$ cat src/rtl/crt_loader.sv
// Parses a streamed .CRT image: checks the header, copies CHIP images into SDRAM
// at 8K-aligned slots, and issues one bank-table write per CHIP packet.
module crt_loader #(
  parameter logic [23:0] BASE_ADDR = 24'h100000,
  parameter logic [23:0] MAX_SIZE  = 24'h100000
) (
  input  logic        clk32,
  input  logic        reset,
  input  logic        ioctl_download,
  input  logic        ioctl_wr,
  input  logic [7:0]  ioctl_data,
  output logic [15:0] cart_id,
  output logic [7:0]  cart_exrom,
  output logic [7:0]  cart_game,
  output logic [15:0] cart_bank_laddr,
  output logic [15:0] cart_bank_size,
  output logic [15:0] cart_bank_num,
  output logic [7:0]  cart_bank_type,
  output logic [23:0] cart_bank_raddr,
  output logic        cart_bank_wr,
  output logic        cart_loading,
  output logic        cart_attached,
  output logic [23:0] mem_addr,
  output logic [7:0]  mem_data,
  output logic        mem_wr,
  output logic        crt_error
);
  typedef enum logic [2:0] {
    S_IDLE, S_SIG, S_HDR, S_SKIP_HDR, S_CHIP_HDR, S_DATA, S_SKIP_PAD, S_ERR
  } state_t;

  localparam logic [127:0] C_SIG   = "C64 CARTRIDGE   ";
  localparam logic [31:0]  C_CHIP  = "CHIP";
  localparam logic [24:0]  C_LIMIT = {1'b0, BASE_ADDR} + {1'b0, MAX_SIZE};

  state_t      r_state, w_nstate;
  logic [31:0] r_cnt, w_ncnt;
  logic        r_dl_d;
  logic [31:0] r_hlen, r_plen;
  logic [23:0] r_ptr;
  logic [15:0] r_chips;
  logic [15:0] r_cart_id, r_laddr, r_size, r_num;
  logic [7:0]  r_exrom, r_game, r_type, r_mem_data;
  logic [23:0] r_raddr, r_mem_addr;
  logic        r_bank_wr, r_loading, r_attached, r_mem_wr, r_err;

  logic        w_start, w_fall, w_bank_wr, w_mem_wr, w_ptr_adv, w_end_ok;
  logic [15:0] w_size, w_chips_nxt;
  logic [7:0]  w_sig_ch, w_chip_ch;
  logic [31:0] w_pkt_min, w_pkt_cur;
  logic [24:0] w_end_addr;
  logic [23:0] w_round;

  assign w_start     = ioctl_download & ~r_dl_d;
  assign w_fall      = ~ioctl_download & r_dl_d;
  assign w_sig_ch    = C_SIG[{~r_cnt[3:0], 3'b000} +: 8];
  assign w_chip_ch   = C_CHIP[{~r_cnt[1:0], 3'b000} +: 8];
  // Size as it will be once CHIP header byte 15 lands
  assign w_size      = {r_size[7:0], ioctl_data};
  assign w_pkt_min   = 32'd16 + {16'd0, w_size};
  assign w_pkt_cur   = 32'd16 + {16'd0, r_size};
  assign w_end_addr  = {1'b0, r_ptr} + {9'd0, w_size};
  assign w_round     = ({8'd0, r_size} + 24'h001FFF) & 24'hFFE000;
  assign w_chips_nxt = r_chips + {15'd0, w_bank_wr};
  assign w_end_ok    = (w_nstate == S_CHIP_HDR) && (w_ncnt == 32'd0) && !r_err &&
                       (w_chips_nxt != 16'd0);

  always_comb begin
    w_nstate  = r_state;
    w_ncnt    = r_cnt;
    w_bank_wr = 1'b0;
    w_mem_wr  = 1'b0;
    w_ptr_adv = 1'b0;
    if (ioctl_wr) begin
      w_ncnt = r_cnt + 32'd1;
      case (r_state)
        S_SIG: begin
          if (ioctl_data != w_sig_ch) w_nstate = S_ERR;
          else if (r_cnt == 32'd15) w_nstate = S_HDR;
        end
        S_HDR: begin
          if (r_cnt == 32'h13 && {r_hlen[23:0], ioctl_data} < 32'h40) begin
            w_nstate = S_ERR;
          end else if (r_cnt == 32'h3F) begin
            if (r_hlen > 32'h40) begin
              w_nstate = S_SKIP_HDR;
            end else begin
              w_nstate = S_CHIP_HDR;
              w_ncnt   = 32'd0;
            end
          end
        end
        S_SKIP_HDR: begin
          if (r_cnt + 32'd1 == r_hlen) begin
            w_nstate = S_CHIP_HDR;
            w_ncnt   = 32'd0;
          end
        end
        S_CHIP_HDR: begin
          if (r_cnt < 32'd4 && ioctl_data != w_chip_ch) begin
            w_nstate = S_ERR;
          end else if (r_cnt == 32'd15) begin
            if (r_plen < w_pkt_min || w_end_addr > C_LIMIT) begin
              w_nstate = S_ERR;
            end else begin
              w_bank_wr = 1'b1;
              if (w_size != 16'd0) begin
                w_nstate = S_DATA;
                w_ncnt   = 32'd0;
              end else if (r_plen > 32'd16) begin
                w_nstate = S_SKIP_PAD;
                w_ncnt   = 32'd16;
              end else begin
                w_ncnt   = 32'd0;
              end
            end
          end
        end
        S_DATA: begin
          w_mem_wr = 1'b1;
          if (r_cnt == {16'd0, r_size} - 32'd1) begin
            w_ptr_adv = 1'b1;
            if (r_plen > w_pkt_cur) begin
              w_nstate = S_SKIP_PAD;
              w_ncnt   = w_pkt_cur;
            end else begin
              w_nstate = S_CHIP_HDR;
              w_ncnt   = 32'd0;
            end
          end
        end
        S_SKIP_PAD: begin
          if (r_cnt + 32'd1 == r_plen) begin
            w_nstate = S_CHIP_HDR;
            w_ncnt   = 32'd0;
          end
        end
        default: w_ncnt = r_cnt;
      endcase
    end
  end

  always_ff @(posedge clk32) begin
    if (!reset) begin
      r_state <= S_IDLE;      r_cnt <= '0;        r_hlen <= '0;     r_plen <= '0;
      r_ptr <= BASE_ADDR;     r_chips <= '0;      r_cart_id <= '0;  r_laddr <= '0;
      r_size <= '0;           r_num <= '0;        r_exrom <= '0;    r_game <= '0;
      r_type <= '0;           r_mem_data <= '0;   r_raddr <= '0;    r_mem_addr <= '0;
      r_bank_wr <= 1'b0;      r_loading <= 1'b0;  r_attached <= 1'b0;
      r_mem_wr <= 1'b0;       r_err <= 1'b0;
      // Track the live level so a download already in flight is not seen as a new start
      r_dl_d <= ioctl_download;
    end else begin
      r_dl_d    <= ioctl_download;
      r_bank_wr <= 1'b0;
      r_mem_wr  <= 1'b0;
      if (w_start) begin
        r_state <= S_SIG;  r_cnt <= '0;  r_ptr <= BASE_ADDR;  r_chips <= '0;
        r_err <= 1'b0;     r_attached <= 1'b0;  r_loading <= 1'b1;
      end else begin
        if (ioctl_wr && r_state == S_HDR) begin
          if (r_cnt <= 32'h13) r_hlen <= {r_hlen[23:0], ioctl_data};
          if (r_cnt == 32'h16 || r_cnt == 32'h17) r_cart_id <= {r_cart_id[7:0], ioctl_data};
          if (r_cnt == 32'h18) r_exrom <= ioctl_data;
          if (r_cnt == 32'h19) r_game <= ioctl_data;
        end
        if (ioctl_wr && r_state == S_CHIP_HDR) begin
          case (r_cnt[3:0])
            4'd4, 4'd5, 4'd6, 4'd7: r_plen  <= {r_plen[23:0], ioctl_data};
            4'd8, 4'd9:             r_type  <= ioctl_data;
            4'd10, 4'd11:           r_num   <= {r_num[7:0], ioctl_data};
            4'd12, 4'd13:           r_laddr <= {r_laddr[7:0], ioctl_data};
            4'd14, 4'd15:           r_size  <= {r_size[7:0], ioctl_data};
            default: ;
          endcase
        end
        if (w_bank_wr) begin
          r_bank_wr <= 1'b1;
          r_raddr   <= r_ptr;
          r_chips   <= w_chips_nxt;
        end
        if (w_mem_wr) begin
          r_mem_wr   <= 1'b1;
          r_mem_addr <= r_ptr + r_cnt[23:0];
          r_mem_data <= ioctl_data;
        end
        if (w_ptr_adv) r_ptr <= r_ptr + w_round;
        if (w_nstate == S_ERR) r_err <= 1'b1;
        // A byte arriving with the falling edge is folded in before the end check
        if (w_fall && r_state != S_IDLE) begin
          r_state   <= S_IDLE;
          r_cnt     <= w_ncnt;
          r_loading <= 1'b0;
          if (w_end_ok) r_attached <= 1'b1;
          else          r_err      <= 1'b1;
        end else begin
          r_state <= w_nstate;
          r_cnt   <= w_ncnt;
        end
      end
    end
  end

  assign cart_id         = r_cart_id;
  assign cart_exrom      = r_exrom;
  assign cart_game       = r_game;
  assign cart_bank_laddr = r_laddr;
  assign cart_bank_size  = r_size;
  assign cart_bank_num   = r_num;
  assign cart_bank_type  = r_type;
  assign cart_bank_raddr = r_raddr;
  assign cart_bank_wr    = r_bank_wr;
  assign cart_loading    = r_loading;
  assign cart_attached   = r_attached;
  assign mem_addr        = r_mem_addr;
  assign mem_data        = r_mem_data;
  assign mem_wr          = r_mem_wr;
  assign crt_error       = r_err;
endmodule
$ cat config.mk
export PLATFORM = sky130hd
export DESIGN_NAME = crt_loader
export DESIGN_NICKNAME = d
export VERILOG_FILES = /design/src/rtl/crt_loader.sv
export SDC_FILE = /design/constraint.sdc
export NUM_CORES = 1
export LEC_CHECK = 0
export CAP_MARGIN = 20
export CORE_MARGIN = 2
export CORE_UTILIZATION = 35
export DETAILED_ROUTE_END_ITERATION = 8
export PLACE_DENSITY = 0.62
export SYNTH_ARGS = -nofsm -noshare
export SYNTH_HDL_FRONTEND = slang
export SYNTH_SLANG_ARGS = --single-unit
$ cat constraint.sdc
create_clock -name clk32 -period 13.2 [get_ports clk32]
set_input_delay 2.64 -clock clk32 [delete_from_list [all_inputs] [get_ports clk32]]
set_output_delay 2.64 -clock clk32 [all_outputs]
set_load 0.02 [all_outputs]
==> impl_metrics.csv, run 1 <==
group,metric,value,unit
outcome,status,"finished, final reports clean",
sta,fin_skew,0.0162,ns
clock_tree,cts_resized,0,
worst_setup_path,r2r_slack,5.54,ns
sta,rsz0062_at_grt,"no",
synth,synthesis.area,16700,um^2
sta,fmax,103,MHz
sta,maxSlewViolCount,0,
synth,ys_ff_latch,263,
floorplanning,fp.dieArea,49400,um^2
cells_and_area,nets,2299,
route,drc_errors,0,
synth,ys.flop_type,"dfxtp_1",
route,drtIter0Drc,1523,
power,leakagePower,6.93,nW
synth,ys_warn_count,0,
worst_setup_path,reg2reg_from,"cart_bank_size[0]$_SDFFE_PN0P_",
floorplanning,pin_count,161,
power,netSwitchingFraction,24.6,%
global_route,grt_pass1_vias,15903,
worst_hold_path,hold_path_end,"mem_addr[5]$_SDFFE_PN0P_",
synth,synthArstFlopShare,0,%
clock_tree,cts.sinks,263,
power,ir_drop,0.0966,mV
worst_setup_path,rr_worst_depth,25,
clock_tree,numCtsBuffers,30,
worst_setup_path,worst-endpoint-required,13.66,ns
clock_tree,clockRootBuffer,"clkbuf_16",
clock_tree,ctsHoldBuffers,0,
cells_and_area,area_growth_syn_to_layout,17.4,%
route,routed_wl,61.5,mm
place,placed_area,18500,um^2
worst_setup_path,cp-start-kind,"primary input",
sta,min_period,9.72,ns
floorplanning,core_area,46800,um^2
worst_setup_path,critPathCaptureType,"flop",
sta,setup_viol,0,
place,io_buffers,147,
place,gp_congestion,0.921,
sta,tightestPinTransition,1.04,ns
clock_tree,clkTransAtPathRegs,0.06,ns
synth,avgSynthCellArea,7.69,um^2
floorplanning,die_y,222,um
route,firstDrtPassIters,6,
cells_and_area,final_core_util,41.9,%
place,dpl.hpwl,44.3,mm
clock_tree,tritoncts,"done",
worst_setup_path,cp_slowest_cell,"clkdlybuf4s50_1",
floorplanning,die_x,222,um
route,post_drt_via_cell_ratio,5.71,
worst_hold_path,holdCritPathClass,"flop to flop",
cells_and_area,n_antenna_cell,0,
power,clkPwrFrac,48.9,%
sta,timing.final.crit_share,73.7,%
clock_tree,postCtsSetupBuffers,0,
global_route,grt_max_degree,139,
route,wl_per_cell,21.6,um
route,ant_nets,0,
power,p_total,1.82,mW
power,power_density,93.1,nW/um^2
floorplanning,start_util,35.7,%
sta,hold_viol_final,0,
synth,ys_types,85,
worst_setup_path,path_class,"primary input to flop",
cells_and_area,final_cell_area,19600,um^2
worst_setup_path,reg2reg_to,"crt_error$_SDFF_PP0_",
run,maxCapViolations,0,
clock_tree,clockBufferDepth,3,
power,p_sw,449,uW
worst_setup_path,cp-startpoint,"ioctl_data[6]",
global_route,track_usage,24.4,%
power,intPower,1.37,mW
synth,synth.yosys.seq_area_share,31.6,%
clock_tree,htree_levels,1,
power,combinationalPowerShare,7.0,%
global_route,grt_first_pass_wirelength,95.7,mm
cells_and_area,final_common_cell,"nand2_1",
cells_and_area,drive_above_1_share,5.14,%
sta,finalSetupTns,0,ns
worst_hold_path,whs_path_depth,2,
worst_setup_path,cp_data_arrival_time,10.18,ns
power,seq_power_share,44.1,%
worst_setup_path,cpPeakStageDelay,1.00,ns
synth,postSynthCellCount,2170,
place,dp.cells,2793,
synth,synth_edf_count,0,
worst_setup_path,crit_fanout,19,
cells_and_area,nFillCells,4746,
worst_hold_path,worstHoldStart,"mem_addr[5]$_SDFFE_PN0P_",
global_route,antenna_found_initial,0,
global_route,overflow,0,
cells_and_area,fin_cells,2846,
route,vias,16250,
clock_tree,clkLatencyLatePin,0.59,ns
cells_and_area,final_cell_mix,"401 x nand2_1, 263 x dfxtp_1, 148 x a21boi_0",
sta,relSlewSlack,30.2,%
floorplanning,row_count,79,
-- registers in the layout, indices dropped and copies added (netlist names), 3 cells and up --
| name | count |
|---|---|
| r_cnt | 32 |
| r_hlen | 32 |
| r_plen | 32 |
| mem_addr | 24 |
| cart_bank_laddr | 16 |
| cart_bank_num | 16 |
| cart_bank_size | 16 |
| cart_id | 16 |
| r_chips | 16 |
| cart_bank_raddr | 11 |
| r_ptr | 11 |
| cart_bank_type | 8 |
| cart_exrom | 8 |
| cart_game | 8 |
| mem_data | 8 |
| r_state | 3 |
-- power groups by stage --
stage                     clock network, mW  registers, mW  logic, mW
after detailed placement                  0          0.821      0.124
after global placement                    0          0.821      0.123
after global routing                  0.939          0.804      0.137
after CTS                             0.911          0.803      0.125
final                                 0.892          0.804      0.128
after floorplan                           0          0.817     0.0900
-- final cells by class --
cell class	instances	area, um^2	area share (%)
sequential	263	5270	26.9
clock buffer	42	876	4.47
clock inverter	9	173	0.882
multi-input combinational	1688	10500	53.8
timing repair buffer	180	1750	8.96
inverter	57	214	1.09
tap	607	759	3.88
-- worst max-delay path by stage --
stage / to / slack [ns] / depth (start not counted)
2_1_floorplan: crt_error$_SDFF_PP0_ / 5.07 / 27
3_3_place_gp: crt_error$_SDFF_PP0_ / 3.27 / 27
3_5_place_dp: crt_error$_SDFF_PP0_ / 3.01 / 26
4_1_cts: crt_error$_SDFF_PP0_ / 3.64 / 26
5_1_grt: cart_attached$_SDFFE_PP0P_ / 2.87 / 27
6_report: crt_error$_SDFF_PP0_ / 3.48 / 26
-- worst max-delay path, delay by kind of cell --
| family | cells | cell delay, ns |
|---|---|---|
| and+or+nand+nor | 13 | 4.30 |
| adders and majority gates | 3 | 0.72 |
| muxes | 1 | 0.13 |
| AOI/OAI and AO/OA | 7 | 1.20 |
| buffers and inverters | 1 | 1.00 |
| xor gates and xnor gates | 1 | 0.18 |
-- cells by family (layout without fill, tap and decap cells) --
family / Yosys count / count (layout) / share of synthesized area, %
AOI/OAI and AO/OA: 462 / 462 / 19.1
xor gates and xnor gates: 167 / 167 / 8.93
adders and majority gates: 67 / 67 / 5.16
DFF: 263 / 263 / 31.6
and+or+nand+nor: 945 / 945 / 27.5
muxes: 34 / 34 / 2.12
other: 1 / 13 / 0.0225
buffers and inverters: 231 / 288 / 5.65
-- per-stage QoR --
step	hold WS, ns	setup WS, ns
after detailed placement	0.458	3.01
after CTS	0.467	3.64
after global placement	0.452	3.27
after global routing	0.472	2.87
final	0.461	3.48
after floorplan	0.467	5.07
-- per-layer routing --
metal  track usage, %  part of all wire [%]
met1             33.2                    45
met2             38.2                    43
met3             3.74                   7.3
met4             10.8                   4.7
met5                0                     0
-- synth_stat cells (33+ instances only) --
master | number | area share (%)
nand2_1 | 401 | 9.0
dfxtp_1 | 263 | 32
a21boi_0 | 148 | 6.7
nor2_1 | 140 | 3.2
clkbuf_1 | 136 | 3.1
xnor2_1 | 106 | 5.6
a21oi_1 | 80 | 2.4
o21ai_0 | 75 | 2.3
ha_1 | 64 | 4.8
nor3_1 | 61 | 1.8
xor2_1 | 59 | 3.1
inv_1 | 57 | 1.3
nor2b_1 | 56 | 2.1
nand3_1 | 54 | 1.6
nor4_1 | 41 | 1.5
nand4_1 | 40 | 1.5
mux2i_1 | 33 | 2.0
Note: power is estimated with default switching activity, not from simulation.
==> run 2, diff against run 1 <==
==> constraint.sdc (replaced) <==
create_clock -name clk32 -period 9.2 [get_ports clk32]
set_input_delay 1.84 -clock clk32 [delete_from_list [all_inputs] [get_ports clk32]]
set_output_delay 1.84 -clock clk32 [all_outputs]
set_load 0.02 [all_outputs]
==> impl_metrics.csv, run 2 (synthesis results as in run 1) <==
group,metric,value,unit
global_route,antenna_found_initial,0,
worst_setup_path,reg2reg_from,"cart_bank_size[2]$_SDFFE_PN0P_",
worst_setup_path,cp-start-kind,"primary input",
floorplanning,pin_count,161,
floorplanning,fp.dieArea,49400,um^2
cells_and_area,multi_input_area,10600,um^2
clock_tree,htree_levels,1,
place,io_buffers,147,
worst_hold_path,hold_path_end,"cart_bank_raddr[17]$_SDFFE_PN0P_",
global_route,overflow,0,
cells_and_area,final_cell_area,19600,um^2
worst_setup_path,critPathCaptureType,"flop",
global_route,grt_pass1_vias,15675,
worst_hold_path,whs_path_depth,2,
sta,tightestPinTransition,1.03,ns
clock_tree,postCtsSetupBuffers,0,
route,post_drt_via_cell_ratio,5.69,
cells_and_area,area_growth_syn_to_layout,17.5,%
route,firstDrtPassIters,6,
sta,fin_skew,0.0195,ns
clock_tree,clkLatencyLatePin,0.60,ns
route,vias,16269,
sta,finalSetupTns,0,ns
power,power_density,132,nW/um^2
global_route,track_usage,24.2,%
worst_setup_path,critPathBufInv,1,
sta,fmax,117,MHz
route,wl_per_cell,21.4,um
clock_tree,numCtsBuffers,31,
worst_setup_path,worst-endpoint-required,9.67,ns
worst_setup_path,cp_data_arrival_time,9.02,ns
worst_setup_path,cp_slowest_cell,"clkdlybuf4s50_1",
outcome,status,"finished, final reports clean",
worst_setup_path,path_class,"primary input to flop",
clock_tree,clkTransAtPathRegs,0.06,ns
place,dpl.hpwl,44.5,mm
cells_and_area,nFillCells,4806,
cells_and_area,final_common_cell,"nand2_1",
sta,setup_viol,0,
floorplanning,core_area,46800,um^2
route,ant_nets,0,
route,routed_wl,61.1,mm
place,dp_slack,-0.00910,ns
cells_and_area,reg.largest.list,"r_cnt x32, r_hlen x32, r_plen x32",
route,drc_errors,0,
cells_and_area,drive_above_1_share,5.69,%
floorplanning,die_y,222,um
power,ir_drop,0.145,mV
sta,rsz0062_at_grt,"no",
cells_and_area,final_core_util,41.9,%
global_route,grt_first_pass_wirelength,95.0,mm
worst_setup_path,reg2reg_to,"crt_error$_SDFF_PP0_",
sta,min_period,8.56,ns
worst_setup_path,rr_worst_depth,25,
sta,relSlewSlack,30.9,%
worst_setup_path,critPathTopFamily,"simple AND/OR/NAND/NOR gates",
floorplanning,row_count,79,
clock_tree,clockRootBuffer,"clkbuf_16",
clock_tree,clockBufferDepth,3,
sta,maxSlewViolCount,0,
power,leakagePower,6.96,nW
worst_hold_path,worstHoldStart,"cart_bank_raddr[17]$_SDFFE_PN0P_",
cells_and_area,layout.area.seq,5270,um^2
cells_and_area,final_cell_mix,"401 x nand2_1, 263 x dfxtp_1, 148 x a21boi_0",
route,drtIter0Drc,1476,
floorplanning,start_util,35.7,%
worst_setup_path,cpPeakStageDelay,0.85,ns
worst_hold_path,holdCritPathClass,"flop to flop",
floorplanning,die_x,222,um
sta,timing.final.ws_setup,0.641,ns
clock_tree,tritoncts,"done",
place,gp_congestion,0.953,
worst_setup_path,crit_fanout,11,
global_route,grt_max_degree,119,
worst_setup_path,r2r_slack,1.97,ns
sta,hold_viol_final,0,
cells_and_area,nets,2309,
clock_tree,cts.sinks,263,
place,placed_area,18500,um^2
run,maxCapViolations,0,
sta,timing.final.crit_share,93.0,%
-- run 2: cell count changes in the layout (fill, tap and decap cells not counted), moves of 2 or more --
cell      delta
clkinv_2     +5
clkbuf_8     -3
buf_4       +10
buf_16       -2
clkinv_4     +2
-- run 2: area by class of cell --
cell class | count | area share [%]
inverters | 57 | 1.09
repair buffers | 189 | 9.11
multi-input cells | 1688 | 53.8
flip-flops and latches | 263 | 26.9
clock buffers | 39 | 4.37
diodes | 1 | 0.0128
clock inverters | 14 | 0.855
well taps | 607 | 3.87
-- run 2: how the worst max path moves through the flow --
stage	from	endpoint	slack [ns]	depth (start not counted)
detailed placement	ioctl_data[5]	crt_error$_SDFF_PP0_	-0.009	26
global placement	ioctl_data[5]	crt_error$_SDFF_PP0_	0.13	26
CTS	ioctl_data[5]	crt_error$_SDFF_PP0_	0.58	26
global route	ioctl_data[5]	crt_error$_SDFF_PP0_	0.03	27
floorplan	ioctl_data[4]	crt_error$_SDFF_PP0_	1.87	27
finish	ioctl_data[5]	crt_error$_SDFF_PP0_	0.64	26
-- run 2: worst reg2reg max path, delay by kind of cell (launching register included) --
family	cells	cell delay [ns]
xor gates and xnor gates	1	0.18
and+or+nand+nor	12	3.83
DFF	1	0.75
buffers and inverters	1	0.29
AOI/OAI and AO/OA	7	1.19
adders and majority gates	3	0.72
muxes	1	0.14
-- run 2: where the power goes --
part           total [mW]  switching (mW)  internal (mW)
clock network        1.25           0.512          0.738
registers            1.15         0.00472           1.14
logic               0.191           0.131         0.0598
-- run 2: routing by layer --
metal	vias up	GRT usage (%)	routed length [um]
met4	0	6.73	1680
met1	7804	33.0	27100
met2	677	39.2	27700
met5	-	0	0
met3	114	4.14	4580
li1	7674	-	-
-- run 2: through the flow --
| step | hold slack, ns | std cells | power, mW |
|---|---|---|---|
| after floorplan | 0.467 | 2182 | 1.30 |
| after global placement | 0.453 | 2800 | 1.36 |
| after detailed placement | 0.456 | 2800 | 1.36 |
| after CTS | 0.464 | 2853 | 2.61 |
| after global routing | 0.482 | 2857 | 2.67 |
| final | 0.462 | 2858 | 2.59 |
-- run 2: timing repair --
item / CTS / global route
resized for setup: 0 / 1
hold buffers: 0 / 0
endpoints found under the setup margin: 0 / 2
==> run 3, diff against run 2 <==
--- a/config.mk
+++ b/config.mk
@@ -10,6 +10,8 @@
 export CORE_UTILIZATION = 35
 export DETAILED_ROUTE_END_ITERATION = 8
 export PLACE_DENSITY = 0.62
+export RECOVER_POWER = 25
+export SETUP_SLACK_MARGIN = 0.3
 export SYNTH_ARGS = -nofsm -noshare
 export SYNTH_HDL_FRONTEND = slang
 export SYNTH_SLANG_ARGS = --single-unit
==> impl_metrics.csv, run 3 (synthesis results as in run 1) <==
group,metric,value,unit
global_route,grt_pass1_vias,15675,
worst_setup_path,cp-start-kind,"primary input",
sta,min_period,8.15,ns
clock_tree,htree_levels,1,
clock_tree,clockBufferDepth,3,
clock_tree,tritoncts,"done",
floorplanning,die_y,222,um
floorplanning,fp.dieArea,49400,um^2
worst_setup_path,worst-endpoint-required,9.67,ns
cells_and_area,layout.area.seq,5270,um^2
clock_tree,postCtsSetupBuffers,0,
global_route,antenna_found_initial,0,
worst_setup_path,cpPeakStageDelay,0.56,ns
sta,rsz0062_at_grt,"no",
place,dpl.hpwl,44.5,mm
clock_tree,clkLatencyLatePin,0.61,ns
outcome,status,"complete, but fails checks",
power,power_density,132,nW/um^2
worst_setup_path,path_class,"primary input to flop",
route,firstDrtPassIters,8,
route,drtIter0Drc,1507,
route,vias,16309,
cells_and_area,final_common_cell,"nand2_1",
route,routed_wl,61.1,mm
sta,fin_skew,0.0228,ns
sta,fmax,123,MHz
cells_and_area,reg.largest.list,"r_cnt x32, r_hlen x32, r_plen x32",
cells_and_area,fin_cells,2858,
clock_tree,cts.sinks,263,
route,wl_per_cell,21.4,um
route,ant_nets,0,
clock_tree,clockRootBuffer,"clkbuf_16",
clock_tree,numCtsBuffers,31,
floorplanning,die_x,222,um
power,ir_drop,0.146,mV
sta,hold_viol_final,0,
cells_and_area,area_growth_syn_to_layout,17.5,%
sta,tightestPinTransition,1.66,ns
sta,finalSetupTns,0,ns
floorplanning,core_area,46800,um^2
floorplanning,pin_count,161,
worst_setup_path,critPathTopFamily,"simple AND/OR/NAND/NOR gates",
outcome,violations,"max-capacitance violations, max-slew violations",
floorplanning,start_util,35.7,%
floorplanning,row_count,79,
worst_setup_path,cp_slowest_cell,"or4_1",
route,drc_errors,0,
global_route,grt_first_pass_wirelength,95.0,mm
cells_and_area,final_cell_mix,"401 x nand2_1, 263 x dfxtp_1, 148 x a21boi_0",
sta,relSlewSlack,-11.0,%
clock_tree,clkTransAtPathRegs,0.06,ns
worst_hold_path,holdCritPathClass,"flop to flop",
place,gp_congestion,0.953,
global_route,track_usage,24.2,%
place,io_buffers,147,
route,post_drt_via_cell_ratio,5.71,
sta,timing.final.crit_share,88.6,%
run,maxCapViolations,2,
sta,maxSlewViolCount,67,
global_route,overflow,0,
cells_and_area,multi_input_area,10600,um^2
worst_setup_path,critPathCaptureType,"flop",
cells_and_area,drive_above_1_share,5.64,%
sta,setup_viol,0,
place,dp.cells,2800,
worst_setup_path,cp_data_arrival_time,8.62,ns
global_route,grt_max_degree,119,
cells_and_area,nets,2309,
cells_and_area,nFillCells,4805,
worst_setup_path,critPathBufInv,1,
worst_setup_path,crit_fanout,11,
power,leakagePower,7.20,nW
[run 3: cell types whose count changed in the layout (fill, tap and decap cells not counted), sizes merged]
cell           before  now
clkdlybuf4s50     146   78
dlygate4sd3         0   66
buf                43   41
clkbuf             39   41
dlymetal6s2s        0    2
[run 3: worst reg2reg max path, stage by stage (launching register included)]
cell and delay [ns]:
dfxtp_1 0.76, inv_1 0.29, nor4_2 0.44, nand3_1 0.15, xnor2_1 0.18, ha_1 0.29
nand4_1 0.15, nor3_1 0.23, a41o_1 0.15, o21ai_0 0.27, nor4_2 0.46, and3_1 0.23
ha_1 0.19, ha_1 0.23, nand4_1 0.13, or4_1 0.56, or2_2 0.36, mux2i_1 0.14
o22ai_1 0.10, a311oi_1 0.32, o21ai_0 0.14, nor4_1 0.30, o221ai_1 0.15, or4_1 0.44
nor4b_2 0.31, a21oi_1 0.11
[run 3: layer usage]
metal	vias up	wire, um	track usage, %
met5	-	0	0
met2	638	27700	39.2
met1	7872	27200	33.0
met4	0	1770	6.73
li1	7675	-	-
met3	124	4420	4.14
[run 3: repair_timing]
action,4_1_cts,5_1_grt
resized for setup,0,4
hold buffers,0,0
setup endpoints to repair,0,2
[run 3: worst paths after layout]
kind	slack [ns]	depth (start not counted)	endpoint	startpoint
max	1.05	26	crt_error$_SDFF_PP0_	ioctl_data[5]
min	0.46	2	cart_bank_num[15]$_SDFFE_PN0P_	cart_bank_num[15]$_SDFFE_PN0P_
max reg2reg	2.00	25	crt_error$_SDFF_PP0_	cart_bank_size[2]$_SDFFE_PN0P_
min reg2reg	0.46	2	cart_bank_num[15]$_SDFFE_PN0P_	cart_bank_num[15]$_SDFFE_PN0P_
[run 3: area by class of cell]
| class | count | area share [%] |
|---|---|---|
| Clock inverter | 14 | 0.855 |
| Clock buffer | 39 | 4.37 |
| Timing Repair Buffer | 189 | 9.09 |
| Sequential cell | 263 | 26.9 |
| Multi-Input combinational cell | 1688 | 53.9 |
| Tap cell | 607 | 3.87 |
| Antenna cell | 1 | 0.0128 |
| Inverter | 57 | 1.09 |
[run 3: power breakdown]
part           switching [mW]  internal (mW)  total (mW)  leakage, nW
registers             0.00469           1.14        1.15         2.12
clock network           0.514          0.738        1.25        0.513
logic                   0.132         0.0596       0.191         4.57
[run 3: through the flow]
stage	instance area (um^2)	worst slack (ns)	hold WS, ns	power, mW	util [%]
2_1_floorplan	16700	1.87	0.467	1.30	-
3_3_place_gp	18500	0.126	0.453	1.36	39.7
3_5_place_dp	18500	-0.00910	0.456	1.36	39.7
4_1_cts	19600	0.581	0.464	2.61	41.8
5_1_grt	19600	0.538	0.479	2.67	41.9
6_report	19600	1.05	0.459	2.59	41.9
